### config.mk
export PLATFORM = sky130hd
export DESIGN_NAME = mem_wb_pipe
export DESIGN_NICKNAME = d
export VERILOG_FILES = /design/src/rtl/mem_wb_pipe.sv
export SDC_FILE = /design/constraint.sdc
export NUM_CORES = 1
export LEC_CHECK = 0
export BUFFER_PORTS_ARGS = -buffer_cell sky130_fd_sc_hd__buf_2
export CAP_MARGIN = 20
export CELL_PAD_IN_SITES_DETAIL_PLACEMENT = 1
export CELL_PAD_IN_SITES_GLOBAL_PLACEMENT = 1
export CORE_AREA = 2 2 151 153
export CTS_CLUSTER_SIZE = 8
export DETAILED_ROUTE_END_ITERATION = 6
export DIE_AREA = 0 0 153 155
export PLACE_DENSITY = 0.76
export SYNTH_ARGS = -nofsm -noshare
export SYNTH_HDL_FRONTEND = slang
export SYNTH_SLANG_ARGS = --single-unit
### constraint.sdc
create_clock -name clk -period 4.41 [get_ports clk]
set_clock_uncertainty 0.15 [all_clocks]
set_input_delay 0.882 -clock clk [delete_from_list [all_inputs] [get_ports clk]]
set_output_delay 0.882 -clock clk [all_outputs]
set_load 0.03 [all_outputs]
### src/rtl/mem_wb_pipe.sv
// rtl/mem_wb_pipe.sv - MEM->WB write-back stage with elastic FIFO buffer and flush
module mem_wb_pipe #(
    parameter int ADDR_W = 5,
    parameter int DATA_W = 32,
    parameter int DEPTH  = 2
) (
    input  logic              clk,
    input  logic              rst,
    input  logic              flush,
    input  logic              mem_valid,
    output logic              mem_ready,
    input  logic [ADDR_W-1:0] mem_wd,
    input  logic              mem_wreg,
    input  logic [DATA_W-1:0] mem_wdata,
    input  logic              mem_whilo,
    input  logic [DATA_W-1:0] mem_hi,
    input  logic [DATA_W-1:0] mem_lo,
    output logic              wb_valid,
    input  logic              wb_ready,
    output logic [ADDR_W-1:0] wb_wd,
    output logic              wb_wreg,
    output logic [DATA_W-1:0] wb_wdata,
    output logic              wb_whilo,
    output logic [DATA_W-1:0] wb_hi,
    output logic [DATA_W-1:0] wb_lo
);

    localparam int PTR_W = (DEPTH > 1) ? $clog2(DEPTH) : 1;
    localparam int CNT_W = $clog2(DEPTH + 1);
    localparam logic [PTR_W-1:0] LAST_PTR = PTR_W'(DEPTH - 1);
    localparam logic [CNT_W-1:0] FULL_CNT = CNT_W'(DEPTH);

    typedef struct packed {
        logic [ADDR_W-1:0] wd;
        logic              wreg;
        logic [DATA_W-1:0] wdata;
        logic              whilo;
        logic [DATA_W-1:0] hi;
        logic [DATA_W-1:0] lo;
    } entry_t;

    entry_t             slots [DEPTH];
    entry_t             in_entry;
    entry_t             head;
    logic [PTR_W-1:0]   rd_ptr;
    logic [PTR_W-1:0]   wr_ptr;
    logic [CNT_W-1:0]   count;
    logic               push;
    logic               pop;

    // Pointers wrap explicitly so DEPTH need not be a power of two.
    function automatic logic [PTR_W-1:0] next_ptr(input logic [PTR_W-1:0] p);
        return (p == LAST_PTR) ? '0 : p + PTR_W'(1);
    endfunction

    // Ready depends only on occupancy, so a pop while full cannot admit a push.
    assign mem_ready = (count != FULL_CNT);
    assign wb_valid  = (count != '0);
    assign push      = mem_valid & mem_ready;
    assign pop       = wb_valid & wb_ready;

    assign in_entry.wd    = mem_wd;
    assign in_entry.wreg  = mem_wreg;
    assign in_entry.wdata = mem_wdata;
    assign in_entry.whilo = mem_whilo;
    assign in_entry.hi    = mem_hi;
    assign in_entry.lo    = mem_lo;

    always_ff @(posedge clk) begin
        if (rst) begin
            rd_ptr <= '0;
            wr_ptr <= '0;
            count  <= '0;
            for (int i = 0; i < DEPTH; i++) begin
                slots[i] <= '0;
            end
        end else if (flush) begin
            rd_ptr <= '0;
            wr_ptr <= '0;
            count  <= '0;
        end else begin
            if (push) begin
                slots[wr_ptr] <= in_entry;
                wr_ptr        <= next_ptr(wr_ptr);
            end
            if (pop) begin
                rd_ptr <= next_ptr(rd_ptr);
            end
            if (push && !pop) begin
                count <= count + CNT_W'(1);
            end else if (pop && !push) begin
                count <= count - CNT_W'(1);
            end
        end
    end

    // Empty buffer presents an all-zero bundle so a bubble never writes the regfile.
    always_comb begin
        head = '0;
        if (count != '0) begin
            head = slots[rd_ptr];
        end
    end

    assign wb_wd    = head.wd;
    assign wb_wreg  = head.wreg & wb_valid;
    assign wb_wdata = head.wdata;
    assign wb_whilo = head.whilo & wb_valid;
    assign wb_hi    = head.hi;
    assign wb_lo    = head.lo;

endmodule

### Word level (Yosys, flattened, before mapping)

Memory sizes are Yosys's and may differ from the RTL's. A register that Yosys moved wholly into a read port is not among the register bits.
Cells that the tools add are included.

* bitwise gates (word level): 4
* $add $sub $neg: 4
* equal/unequal tests: 1
* mux-type cells: 16
* reductions and logical operators: 8

Operators with widths (count)
* 2-to-1 mux 103 bit: 2
* OR reduction 103 bit: 1
* 2-to-1 mux 1 bit: 12
* bitwise AND 1 bit: 4
* 2-to-1 mux 2 bit: 2
* nonzero test 2 bit: 2
* adder 1 bit (second input constant): 2
* adder 2 x 1 -> 2 bit (second input constant): 1
* logical AND 1 bit: 2
* logical NOT 1 bit: 2
* inequality test 2 bit (second input constant): 1
* OR reduction 2 bit: 1
* subtractor 2 x 1 -> 2 bit (second input constant): 1

* input bits: 108
* output and inout bits: 105
* bits in registers: 4
* RAM bits: 206
* memories: 1
* logic and storage cells: 37

Memory list
* slots: depth 2, bits a word 103, read ports 1, clocked after Yosys merged registers in 1, write ports 2, RTL line 42 `entry_t slots [DEPTH];`

### Longest topological paths before layout

* word-level depth: 8
* gate-level depth with buffers: 6

### Least setup slack after synthesis

No wires, ideal clock.

* path kind: input -> register
* start point: input flush
* end point: memory slots[0][0] (netlist bit) (enable)
* path buffers: 2
* library setup time: 418 ps
* arrival time: 2986 ps
* setup slack: 856 ps
* data required time: 3842 ps
* stages on the path: 5
* cells stage by stage: or2_0 > buf_6 > nor4_4 > buf_6 > or2_2

RTL lines
* from (decl): RTL line 9 `input logic flush,`
* to (decl): RTL line 42

==> impl_results.md <==
- Status: completed
- Die ar.: 23720 µm²
- Final Util: 0.5234
- Post-synth cell types: 22
- Dominant cell type by area after synthesis: edfxtp_1
- Max-slew headroom: 0.3548
- I/O pin cnt: 213
- Num Clock Sinks: 211
- Final setup fails: 0
- Hpwl dp: 13390 µm
- Hold Path Depth: 2
- Worst Path Required: approximately 3.4 ns
- Synthesized area per cell: between 10 and 15 µm²
- CP max FO: 47
- Max Cap Violations: 0
- Setup ws final: 0.9506 ns
- Most frequent cells in the layout: buf_2, edfxtp_1, and2_1
- Routed wire per std cell: 17.84 µm
- Setup slack at placement: 1.179 ns
- Syn_nets: ~800
- Fraction of layout cells with a size suffix above 1: 0.3279
- Die height: 155 µm
- Seq/Total Area, Yosys: 0.6569
- Via density: slightly below 5
- Fill count: 2310
- Setup TNS: 0 ns
- Total GRT Usage: 0.1816
- Yosys top cell area share: 0.6464
- Final GP Congestion: 0.7126
- Final Critical Period: 3.459 ns
- Crit path capture type: output port
- Final WL: between 20000 and 25000 µm
- Post-route ant nets: 0
- WS Path Type: flip-flop to output port
- Cells after synthesis: a little under 700
- 1st-iter DRT viols: 294
- Root Buffer Master: clkbuf_16
- Footprint of the multi-input gates: 2935 µm²
- Hold Crit Class: flip-flop to flip-flop
- IO Port Bufs: 212
- Setup Buffers After CTS: 0
- Post-route cell area: 11630 µm²
- Placeable Area: 22230 µm²
- Area contributors post-synth: edfxtp_1, and2_1, mux2i_1
- Vias: about 5900
- Number of nets in the layout: 1015
- Final Hold Violating Endpoints: 0
- FF-to-FF path depth: 4
- Clk Latency, worst-skew pair: 0.52 ns
- P per Cell Area: 420.1 nW/µm²
- Leakage power: 4.668 nW
- Starting density of the core: 0.4305
- TritonCTS clock tree: yes
- Drt first pass iters: 4
- CTS clk-pin slew, worst paths: 0.05 ns
- CP Launch Type: flip-flop
- Largest net degree at the start of global routing: 104
- Least-Margin Pin Slew: about 0.97 ns
- Most common cell after layout, fill and taps aside: buf_2
- CTS buffer count: 30
- Rows: 55
- Slew Limit Fails: 0
- Synthesized area: 9569 µm²
- Placed Area: 10810 µm²
- Worst IR Drop VDD: 0.2543 mV
- H-tree depth: 1
- RSZ-0062 raised after global routing: no
- Initial antenna violation count: 0
- Number of global-route vias before repair: 6292
- Clock Path Buffers: 3
- GRT overflow: 0
- Die width: 153 µm
- Area grow syn2layout: 21.57%
- Layout Cells excl Fill: approximately 1200
- # DRC: 0
- Resized Gates After CTS: 0
- Ys Warns: 0
- First-pass GRT wire length: 34090 µm
- Diode count: 0
- CP arrival: 2.43 ns
- CTS Hold Bufs: 0
- FF/Latch Area: ~6300 µm²
- DP Cell Count: 1159
- Yosys reg bits: ~210
- Final period util: 0.7844
- Fmax: between 200 and 300 MHz
[flip-flops by register name (all words and copies together) (netlist names), named ones only]
register	flops
count	2
rd_ptr	1
slots	206
wr_ptr	1
[cell usage after synthesis]
| library cell | instances |
|---|---|
| a21oi_1 | 2 |
| and2_1 | 170 |
| and2_2 | 36 |
| buf_1 | 6 |
| buf_2 | 12 |
| buf_6 | 3 |
| buf_8 | 12 |
| clkbuf_1 | 13 |
| dfxtp_1 | 5 |
| edfxtp_1 | 206 |
| ha_1 | 1 |
| inv_1 | 4 |
| mux2i_1 | 103 |
| nor2_1 | 108 |
| nor2b_4 | 1 |
| nor4_4 | 2 |
| o21ai_0 | 3 |
| or2_0 | 1 |
| or2_2 | 2 |
| or3_1 | 1 |
| or3_2 | 1 |
| xor2_1 | 3 |
[cell families (layout without fill, tap and decap cells)]
family,count (synthesis),after routing,share of synthesized area
flops,211,211,0.6569
xor+xnor,3,3,0.002746
simple gates,322,322,0.1910
fa+ha+maj,1,1,0.001307
buf+inv,50,273,0.03766
mux,103,103,0.1077
compound gates,5,5,0.002615
[critical path: stages, from the launching register on]
cell	delay (ns)
dfxtp_4	0.91
buf_4	0.40
mux2i_1	0.12
nor2_1	0.21
buf_2	0.25
[path summary, 6_finish.rpt]
kind / from / to / slack, ns
worst max-delay path: flip-flop / wb_wdata[9] / 0.95
worst min-delay path: rd_ptr$_SDFFE_PP0P_ / rd_ptr$_SDFFE_PP0P_ / 0.38
worst max register to register: count[0]$_SDFFE_PP0P_ / slots[0][101]$_SDFFCE_PN0P_ / 1.98
worst min register to register: rd_ptr$_SDFFE_PP0P_ / rd_ptr$_SDFFE_PP0P_ / 0.38
[power breakdown]
group	internal (mW)	switching [mW]
sequential	2.31	0.0381
combinational	0.166	0.353
clock	1.26	0.761
total	3.74	1.15
[layout make-up]
| type | count | share of cell area |
|---|---|---|
| clock buffers | 43 | 0.07055 |
| well taps | 285 | 0.03065 |
| repair buffers | 225 | 0.1039 |
| multi-input cells | 434 | 0.2523 |
| flip-flops and latches | 211 | 0.5407 |
| clock inverters | 1 | 0.0006453 |
| inverters | 4 | 0.001291 |
[per-stage QoR]
| stage | hold slack (ns) | total power [mW] |
|---|---|---|
| CTS | 0.3735 | 4.949 |
| floorplan | 0.3225 | 2.715 |
| global placement | 0.3456 | 2.900 |
| finish | 0.3808 | 4.887 |
| detailed placement | 0.3591 | 2.917 |
| global route | 0.4083 | 5.075 |
[metal layers]
metal / share of wire / up-vias / GRT usage / wire length (µm)
li1: - / 2812 / - / -
met1: 0.45 / 2904 / 0.2534 / 9601
met2: 0.48 / 191 / 0.3002 / 10230
met3: 0.058 / 37 / 0.03175 / 1252
met4: 0.018 / 0 / 0.04145 / 378
met5: 0 / - / 0 / 0
Note: power is estimated with default switching activity, not from simulation.
